File: config.mk
export PLATFORM = sky130hd
export DESIGN_NAME = multicycle_control
export DESIGN_NICKNAME = d
export VERILOG_FILES = /design/src/rtl/misc_v_ctrl_pkg.sv /design/src/rtl/multicycle_control_decode.sv /design/src/rtl/multicycle_control.sv
export SDC_FILE = /design/constraint.sdc
export NUM_CORES = 1
export LEC_CHECK = 0
export BUFFER_PORTS_ARGS = -buffer_cell sky130_fd_sc_hd__buf_4
export CAP_MARGIN = 20
export CORE_MARGIN = 1
export CORE_UTILIZATION = 30
export DETAILED_ROUTE_END_ITERATION = 7
export HOLD_SLACK_MARGIN = 0.12
export SLEW_MARGIN = 10
export SYNTH_ARGS = -nofsm -noshare
export SYNTH_HDL_FRONTEND = slang
export SYNTH_HIERARCHICAL = 1
export SYNTH_SLANG_ARGS = --single-unit
export TNS_END_PERCENT = 100
File: constraint.sdc
create_clock -name CLK -period 1.4 [get_ports CLK]
set_input_delay 0.21 -clock CLK [delete_from_list [all_inputs] [get_ports CLK]]
set_output_delay 0.21 -clock CLK [all_outputs]
set_load 0.02 [all_outputs]
File: src/rtl/misc_v_ctrl_pkg.sv
// Shared types and constants for the multicycle controller: state encoding,
// instruction classes, ALU operation codes and writeback source selects.
package misc_v_ctrl_pkg;

   typedef enum logic [2:0] {
      S_FETCH  = 3'd0,
      S_DECODE = 3'd1,
      S_EXEC   = 3'd2,
      S_MEM    = 3'd3,
      S_WB     = 3'd4
   } state_e;

   localparam logic [2:0] CLS_RTYPE = 3'd0;
   localparam logic [2:0] CLS_ITYPE = 3'd1;
   localparam logic [2:0] CLS_LW    = 3'd2;
   localparam logic [2:0] CLS_SW    = 3'd3;
   localparam logic [2:0] CLS_BEQ   = 3'd4;
   localparam logic [2:0] CLS_BNE   = 3'd5;
   localparam logic [2:0] CLS_JIN   = 3'd6;
   localparam logic [2:0] CLS_JOUT  = 3'd7;

   localparam logic [2:0] ALU_NOP = 3'd0;
   localparam logic [2:0] ALU_ADD = 3'd1;
   localparam logic [2:0] ALU_SUB = 3'd2;
   localparam logic [2:0] ALU_AND = 3'd3;
   localparam logic [2:0] ALU_OR  = 3'd4;
   localparam logic [2:0] ALU_XOR = 3'd5;
   localparam logic [2:0] ALU_SLT = 3'd6;
   localparam logic [2:0] ALU_SHL = 3'd7;

   localparam logic [1:0] RS_MEM  = 2'd0;
   localparam logic [1:0] RS_ALU  = 2'd1;
   localparam logic [1:0] RS_LINK = 2'd2;

endpackage

File: src/rtl/multicycle_control_decode.sv
// Purely combinational instruction decode: latched opcode/func to class,
// ALU operation and ALU source select.
import misc_v_ctrl_pkg::*;

module ctrl_decode #(
   parameter int OPW = 3,
   parameter int FNW = 4
) (
   input  logic [OPW-1:0] op,
   input  logic [FNW-1:0] fn,
   output logic [2:0]     op_class,
   output logic           op_illegal,
   output logic [2:0]     alu_op,
   output logic           alu_src
);

   logic       fn_defined;
   logic [1:0] fn_sel;

   // Only func values 0-3 are defined; anything with upper bits set maps to ALU_NOP.
   always_comb begin
      op_class   = op[2:0];
      op_illegal = (op >> 3) != '0;
      fn_defined = (fn >> 2) == '0;
      fn_sel     = fn[1:0];
      alu_op     = ALU_NOP;
      alu_src    = 1'b0;
      if (!op_illegal) begin
         case (op_class)
            CLS_RTYPE: begin
               alu_src = 1'b1;
               if (fn_defined) begin
                  case (fn_sel)
                     2'd0: alu_op = ALU_ADD;
                     2'd1: alu_op = ALU_SUB;
                     2'd2: alu_op = ALU_AND;
                     2'd3: alu_op = ALU_OR;
                  endcase
               end
            end
            CLS_ITYPE: begin
               if (fn_defined) begin
                  case (fn_sel)
                     2'd0: alu_op = ALU_ADD;
                     2'd1: alu_op = ALU_XOR;
                     2'd2: alu_op = ALU_SLT;
                     2'd3: alu_op = ALU_SHL;
                  endcase
               end
            end
            CLS_LW, CLS_SW:   alu_op = ALU_ADD;
            CLS_BEQ, CLS_BNE: alu_op = ALU_SUB;
            default:          alu_op = ALU_NOP;
         endcase
      end
   end

endmodule

File: src/rtl/multicycle_control.sv
// Multicycle processor control FSM with memory wait counter, sticky timeout
// flag, external stall and illegal-opcode detection.
import misc_v_ctrl_pkg::*;

module multicycle_control #(
   parameter int OPW = 3,
   parameter int FNW = 4,
   parameter int TMO = 15
) (
   input  logic           CLK,
   input  logic           reset,
   input  logic [OPW-1:0] opcode,
   input  logic [FNW-1:0] func,
   input  logic           mem_ready,
   input  logic           stall,
   output logic           PCWrite,
   output logic           IRWrite,
   output logic           RegWrite,
   output logic           MemRead,
   output logic           MemWrite,
   output logic           Branch,
   output logic           JumpOut,
   output logic           ALUsrc,
   output logic [2:0]     ALUop,
   output logic [1:0]     RegStore,
   output logic [2:0]     state_out,
   output logic           illegal,
   output logic           mem_timeout
);

   localparam int            CW      = (TMO < 1) ? 1 : $clog2(TMO + 1);
   localparam logic [CW-1:0] TMO_CNT = CW'(TMO);

   state_e         state_q, state_d;
   logic [OPW-1:0] op_q, op_d;
   logic [FNW-1:0] fn_q, fn_d;
   logic [CW-1:0]  cnt_q, cnt_d;
   logic           timeout_q, timeout_d;

   logic [2:0] op_class;
   logic       op_illegal;
   logic [2:0] dec_alu_op;
   logic       dec_alu_src;
   logic       waiting;
   logic       timed_out;

   ctrl_decode #(
      .OPW(OPW),
      .FNW(FNW)
   ) u_decode (
      .op        (op_q),
      .fn        (fn_q),
      .op_class  (op_class),
      .op_illegal(op_illegal),
      .alu_op    (dec_alu_op),
      .alu_src   (dec_alu_src)
   );

   // A stalled cycle never counts as waiting time, so it can never trip the timeout.
   assign waiting   = (state_q == S_FETCH) || (state_q == S_MEM);
   assign timed_out = waiting && (cnt_q == TMO_CNT) && !stall;

   always_comb begin
      state_d   = state_q;
      op_d      = op_q;
      fn_d      = fn_q;
      cnt_d     = cnt_q;
      timeout_d = timeout_q;
      if (reset) begin
         state_d   = S_FETCH;
         op_d      = '0;
         fn_d      = '0;
         cnt_d     = '0;
         timeout_d = 1'b0;
      end else if (!stall) begin
         if (timed_out) begin
            state_d   = S_FETCH;
            timeout_d = 1'b1;
         end else begin
            case (state_q)
               S_FETCH: if (mem_ready) state_d = S_DECODE;
               S_DECODE: begin
                  state_d = S_EXEC;
                  op_d    = opcode;
                  fn_d    = func;
               end
               S_EXEC: begin
                  if (op_illegal) state_d = S_FETCH;
                  else begin
                     case (op_class)
                        CLS_RTYPE, CLS_ITYPE, CLS_JIN: state_d = S_WB;
                        CLS_LW, CLS_SW:                state_d = S_MEM;
                        default:                       state_d = S_FETCH;
                     endcase
                  end
               end
               S_MEM: if (mem_ready) state_d = (op_class == CLS_LW) ? S_WB : S_FETCH;
               default: state_d = S_FETCH;
            endcase
         end
         // A timeout from FETCH stays in FETCH, so it must clear the counter explicitly.
         if (timed_out || (state_d != state_q)) cnt_d = '0;
         else if (waiting && !mem_ready)       cnt_d = cnt_q + CW'(1);
      end
   end

   always_ff @(posedge CLK) begin
      state_q   <= state_d;
      op_q      <= op_d;
      fn_q      <= fn_d;
      cnt_q     <= cnt_d;
      timeout_q <= timeout_d;
   end

   // Reset overrides the whole decode; stall gates every strobe except MemRead.
   always_comb begin
      PCWrite     = 1'b0;
      IRWrite     = 1'b0;
      RegWrite    = 1'b0;
      MemRead     = 1'b0;
      MemWrite    = 1'b0;
      Branch      = 1'b0;
      JumpOut     = 1'b0;
      ALUsrc      = 1'b0;
      ALUop       = ALU_NOP;
      RegStore    = RS_MEM;
      state_out   = 3'd0;
      illegal     = 1'b0;
      mem_timeout = 1'b0;
      if (!reset) begin
         state_out   = state_q;
         mem_timeout = timeout_q;
         case (state_q)
            S_FETCH: begin
               if (!timed_out) begin
                  MemRead = 1'b1;
                  PCWrite = mem_ready && !stall;
                  IRWrite = mem_ready && !stall;
               end
            end
            S_EXEC: begin
               ALUop  = dec_alu_op;
               ALUsrc = dec_alu_src;
               if (op_illegal) illegal = !stall;
               else begin
                  case (op_class)
                     CLS_BEQ, CLS_BNE, CLS_JIN: Branch = !stall;
                     CLS_JOUT: begin
                        Branch  = !stall;
                        JumpOut = !stall;
                     end
                     default: ;
                  endcase
               end
            end
            S_MEM: begin
               if (!timed_out) begin
                  MemRead  = (op_class == CLS_LW);
                  MemWrite = (op_class == CLS_SW) && !stall;
               end
            end
            S_WB: begin
               RegWrite = !stall;
               case (op_class)
                  CLS_RTYPE, CLS_ITYPE: RegStore = RS_ALU;
                  CLS_JIN:              RegStore = RS_LINK;
                  default:              RegStore = RS_MEM;
               endcase
            end
            default: ;
         endcase
      end
   end

endmodule

After elaboration in Yosys (flattened, before gate mapping)
Index checks and enable logic that the tools add are counted.
{"block": "word_totals", "elab_cells": 89, "regBits": 15, "out_inout_bits": 18, "input_bits": 11}
{"block": "classes", "mux": 43, "n_eq_ne": 16, "bitwise": 2, "add_sub_neg": 1, "n_reduce_logical": 22}
{"cell": "case mux 3 bit (4 select lines)", "n": 4}
{"cell": "2-to-1 mux 3 bit", "n": 11}
{"cell": "2-to-1 mux 1 bit", "n": 21}
{"cell": "equality test 3 bit (second input constant)", "n": 5}
{"cell": "equality test 3 x 2 -> 1 bit (second input constant)", "n": 4}
{"cell": "2-to-1 mux 4 bit", "n": 2}
{"cell": "equality test 3 x 1 -> 1 bit (second input constant)", "n": 2}
{"cell": "logical NOT 3 bit", "n": 2}
{"cell": "case mux 3 bit (2 select lines)", "n": 1}
{"cell": "OR reduction 2 bit", "n": 3}
{"cell": "logical AND 1 bit", "n": 5}
{"cell": "adder 4 x 1 -> 4 bit (second input constant)", "n": 1}
{"cell": "equality test 2 bit (second input constant)", "n": 2}
{"cell": "equality test 4 bit (second input constant)", "n": 1}
{"cell": "logical NOT 4 bit", "n": 1}
{"cell": "2-to-1 mux 2 bit", "n": 2}
{"cell": "case mux 2 bit (2 select lines)", "n": 1}
{"cell": "AND reduction 2 bit", "n": 2}
{"cell": "OR reduction 4 bit", "n": 1}
{"cell": "inequality test 3 bit", "n": 1}
{"cell": "AND reduction 3 bit", "n": 1}
{"cell": "OR reduction 3 bit", "n": 1}
{"cell": "equality test 2 x 1 -> 1 bit (second input constant)", "n": 1}
{"cell": "logical NOT 1 bit", "n": 2}
{"cell": "other kinds (5)", "n": 7}

Longest topological paths before layout
{"block": "logic_depth", "ltp_word": 11, "ltp_mapped": 6, "ltp_nobuf": 6}

Modules after synthesis
The synthesis kept the hierarchy.
{"module": "multicycle_control", "cells_each": 121, "area_each_um2": 984.7, "instances": 1, "seq_area_each_um2": 300.3}
{"module": "ctrl_decode", "cells_each": 24, "area_each_um2": 162.7, "instances": 1, "seq_area_each_um2": 0.0}

Worst setup path after synthesis
Ideal clock, no wire load.
{"block": "synth_path", "kind": "reg-to-output", "from": "reg state_q[1]", "to": "out PCWrite", "path_slack_ns": -0.406, "path_stages_with_launch": 6, "required_time_ns": 1.190, "path_buffers": 2, "arrival_ns": 1.596, "path_cell_list": "dfxtp_1 > buf_4 > xor2_2 > o31ai_2 > nor3_1 > buf_4"}
{"block": "synth_via", "elab_chain_cells": 7, "word_cells_on_any_way": 8, "cone_classes": "1 x eq/ne; 3 x mux; 4 x reduce/logical"}
{"item": "start: declaration", "line_no": "multicycle_control.sv:34", "source": "state_e state_q, state_d;"}
{"item": "start signal: assignment", "line_no": "multicycle_control.sv:108", "source": "state_q <= state_d;"}
{"item": "equality test 3 x 2 -> 1 bit or logical NOT 3 bit (tied branches)"}
{"item": "logical OR 1 bit", "line_no": "multicycle_control.sv:60", "source": "assign waiting = (state_q == S_FETCH) || (state_q == S_MEM);"}
{"item": "logical AND 1 bit (2 in series)", "line_no": "multicycle_control.sv:61", "source": "assign timed_out = waiting && (cnt_q == TMO_CNT) && !stall;"}
{"item": "2-to-1 mux 1 bit"}
{"item": "2-to-1 mux 1 bit * (2 in series)"}
{"item": "end: declaration", "line_no": "multicycle_control.sv:16", "source": "output logic PCWrite,"}
Mark *: on every way between the ends. The rest lies on a longest branch, timed or not.

Worst setup path in the final report
{"block": "layout_path", "from": "reg fn_q[0]", "to": "out ALUop[0]"}
{"block": "layout_via", "elab_chain_cells": 6, "word_cells_on_any_way": 11, "cone_classes": "3 x eq/ne; 7 x mux; 1 x reduce/logical"}
{"item": "start: declaration", "line_no": "multicycle_control.sv:36", "source": "logic [FNW-1:0] fn_q, fn_d;"}
{"item": "start signal: assignment", "line_no": "multicycle_control.sv:110", "source": "fn_q <= fn_d;"}
{"item": "equality test 2 bit (tied with other cells)", "line_no": "multicycle_control_decode.sv:33, multicycle_control_decode.sv:43"}
{"item": "case mux 3 bit (4 select lines), on equally long branches", "line_no": "multicycle_control_decode.sv:43, multicycle_control_decode.sv:33"}
{"item": "2-to-1 mux 3 bit, on equally long branches", "line_no": "multicycle_control_decode.sv:42, multicycle_control_decode.sv:32"}
{"item": "case mux 3 bit (4 select lines) *", "line_no": "multicycle_control_decode.sv:29", "source": "case (op_class)"}
{"item": "named net dec_alu_op[0]", "line_no": "multicycle_control.sv:42", "source": "logic [2:0] dec_alu_op;"}
{"item": "2-to-1 mux 3 bit *", "line_no": "multicycle_control.sv:133", "source": "case (state_q)"}
{"item": "2-to-1 mux 3 bit *", "line_no": "multicycle_control.sv:130", "source": "if (!reset) begin"}
{"item": "end: declaration", "line_no": "multicycle_control.sv:24", "source": "output logic [2:0] ALUop,"}
The timed path passes the listed nets; every way through them passes the cells marked *.

==> results.md <==
- GRT overflow: 0
- EDFF count, synth: 0
- Distinct cell type count of the synthesized netlist: 47
- Chip width: between 60 and 70 um
- Async SR Flop Fraction: 0
- Worst Reg-to-Reg Cells: 6
- Max Clock Skew: 0.00436 ns
- Clock Latency Late Sink: around 0.24 ns
- Worst path slowest cell: dfxtp_2
- Hold slack: 0.204 ns
- Routed wire length: ~3500 um
- DRC: 2
- CP startpoint: fn_q[0]
- Worst setup path class: reg2out
- Main combinational cell family by area after synthesis: simple AND/OR/NAND/NOR gates
- TritonCTS Buffers: 3
- CTS clk-pin slew, worst paths: roughly 0.060 ns
- CTS tree: done
- Number of buffers added on ports: 27
- Final period util: 1.33
- Violated checks: DRC, setup timing
- Max_cap viols: 0
- Initial antenna violation count: 0
- WP data arrival: 1.65 ns
- Cells after Synth: 145
- Top post-synthesis cells by area: dfxtp_1 26%, nor2_1 6.5%, mux2i_1 6.1%
- Most common cell in the netlist: nor2_1
- Fmax: roughly 540 MHz
- Met3 routed WL: roughly 100 um
- Outcome: complete, but fails checks
- Initial Util: 0.313
- Detailed placement HPWL: ~2500 um
- Initial DRC Count: 46
- XOR/XNOR Fraction of Synth Area: 0.0218
- Clk sinks: 15
- Final min period: 1.86 ns
- Worst setup path end: ALUop[0]
- Highest routed layer: met4
- P per Cell Area: about 520 mW/mm2
- Die Area: roughly 0.004 mm2
- Area leader, netlist: dfxtp_1
- CTS root buf: clkbuf_8
- I/O Pins: 29
- Chip height: between 60 and 70 um
- R2R Path Start: cnt_q[0]
- Top FF cell, synth: dfxtp_1
- Num rows: 22
- Worst setup SP type: flop
- Met1 WL: around 1500 um
- #FFs+latches synth: 15
- Core area: around 0.0037 mm2
- Setup tns final: -3.53 ns
- First-pass GRT wire length: approximately 5700 um
- CP Max Fanout: 3
- Static leakage: ~0.86 nW
- Mux contribution to synthesized area: 0.0611
- GPL Wtd Cong: roughly 0.85
- Overall power: 1.11 mW
- Number of setup violations in the final report: 18
- Placed Cells: between 200 and 250
- Slew Viols, Final: 0
- Worst min path class: in2reg
- CP Cell Sequence: inv_2 -> ha_1 -> or3_1 -> a31oi_1 -> nor2_1 -> and2_4 -> buf_6
- Via count: approximately 1.3k
- DR pass1 iterations: 6
- Ant. Diodes: 0
- Post-synth top cells: 20 x nor2_1, 15 x dfxtp_1, 13 x nand2_1
- Post-route ant nets: 0
- Sequential share of the synthesized area: 0.262
- Worst setup margin: -0.457 ns
- Nets: 225
- Met2 Wirelength: between 1500 and 2000 um
- Max incr delay on CP: approximately 0.34 ns
- Area grow syn2layout: 84.8%
- Worst-case clock buffer depth: 2
- Vias in the first global route: between 1k and 1.5k
- Wire length per cell: between 10 and 15 um
- Fraction of layout cells with a size suffix above 1: 0.611
- Yosys warning count: 6
- Largest net degree at the start of global routing: 15
- Vias/cell: slightly below 5
- Synthesized Nets: around 160
- Util after Layout: 0.579
- Final hold viol count: 0
- FILL cells: 301
- Synth top area share: 0.262
- Syn Area/Cell: approximately 8 um2
- Adder-cell area share of the yosys netlist: 0.0545
- Critical R2R Capture: state_q[0]
- Worst VDD drop: ~0.25 mV
- Synth Area in Compound Gates: 0.141
- Crit path required time: roughly 1.2 ns
- Mapped Area: approximately 0.0011 mm2
- Total Routing Usage GR: 0.176
- H-tree depth: 1
- Final Instance Count excl. Fillers: ~260
- RSZ-0062 raised after global routing: true
- CP Capture Type: output pin
- Synth Area in Simple Gates: 0.370
- Setup slack, reg-to-reg: -0.14 ns
-- final cells by class --
type | instances | area, um2 | area share
clock buffer | 4 | 45.0 | 0.0212
tap | 48 | 60.1 | 0.0283
inverter | 4 | 17.5 | 0.00826
sequential | 15 | 324 | 0.153
multi-input combinational | 113 | 1040 | 0.490
timing repair buffer | 72 | 634 | 0.299
-- registers in the layout, summed over array words and instances (netlist names) --
name       count
fn_q           4
timeout_q      1
op_q           3
state_q        3
cnt_q          4
-- cells by family (layout without fill, tap and decap cells) --
| kind of cell | Yosys count | in the layout |
|---|---|---|
| AND/OR/NAND/NOR | 75 | 75 |
| AO/OA/AOI/OAI | 23 | 23 |
| buffers and inverters | 17 | 80 |
| flip-flops | 15 | 15 |
| multiplexers | 7 | 7 |
| adder cells (fa/ha/maj) | 5 | 5 |
| XOR/XNOR | 2 | 2 |
| other | 1 | 1 |
-- metrics by stage --
step	instance area, um2	worst slack [ns]
after floorplan	1310	-0.0578
after global placement	1760	-0.206
after detailed placement	1760	-0.237
after CTS	2020	-0.455
after global routing	2120	-0.539
final	2120	-0.457
-- power by group --
group	switching (mW)	internal [mW]
combinational	0.150	0.155
clock	0.149	0.201
sequential	0.0178	0.433
-- worst min path at each step --
stage,slack (ns),depth (start not counted),end,start
2_1_floorplan,0.36,2,fn_q[0],func[0]
3_3_place_gp,0.45,2,timeout_q,timeout_q
3_5_place_dp,0.46,3,fn_q[2],func[2]
4_1_cts,0.20,3,fn_q[2],func[2]
5_1_grt,0.21,3,op_q[0],opcode[0]
6_report,0.20,3,fn_q[2],func[2]
-- worst max-delay path, delay by kind of cell (launching register included) --
| family | cells | cell delay, ns |
|---|---|---|
| AND/OR/NAND/NOR | 3 | 0.50 |
| AO/OA/AOI/OAI | 1 | 0.18 |
| adder cells (fa/ha/maj) | 1 | 0.21 |
| buffers and inverters | 2 | 0.18 |
| flip-flops | 1 | 0.34 |
-- layout by cell type (no fill, tap or decap), types with 3 or more instances in the layout --
cell | synthesis | routed
nor4_4 | 0 | 6
ha_1 | 5 | 3
nand2_1 | 13 | 10
dfxtp_4 | 0 | 5
buf_6 | 1 | 25
nor2_4 | 0 | 4
and2_4 | 0 | 3
nor2b_1 | 5 | 4
nor3_4 | 0 | 3
dfxtp_1 | 15 | 6
clkbuf_8 | 0 | 3
nand3_1 | 5 | 4
buf_4 | 7 | 47
nor2_1 | 20 | 15
mux2i_1 | 7 | 7
dfxtp_2 | 0 | 4
-- repair_timing --
item | in CTS | in global routing
endpoints found under the hold margin | 0 | 0
pin swaps | 19 | 15
setup endpoints to repair | 24 | 30
hold buffers | 0 | 0
gates resized for setup | 44 | 24
buffers inserted | 4 | 10
-- layer usage --
metal  vias up  GRT usage
met3         4     0.0161
met2        29      0.327
li1        636          -
met5         -          0
met4         0     0.0455
met1       600      0.215
No activity file was read; power rests on OpenSTA's default activity.
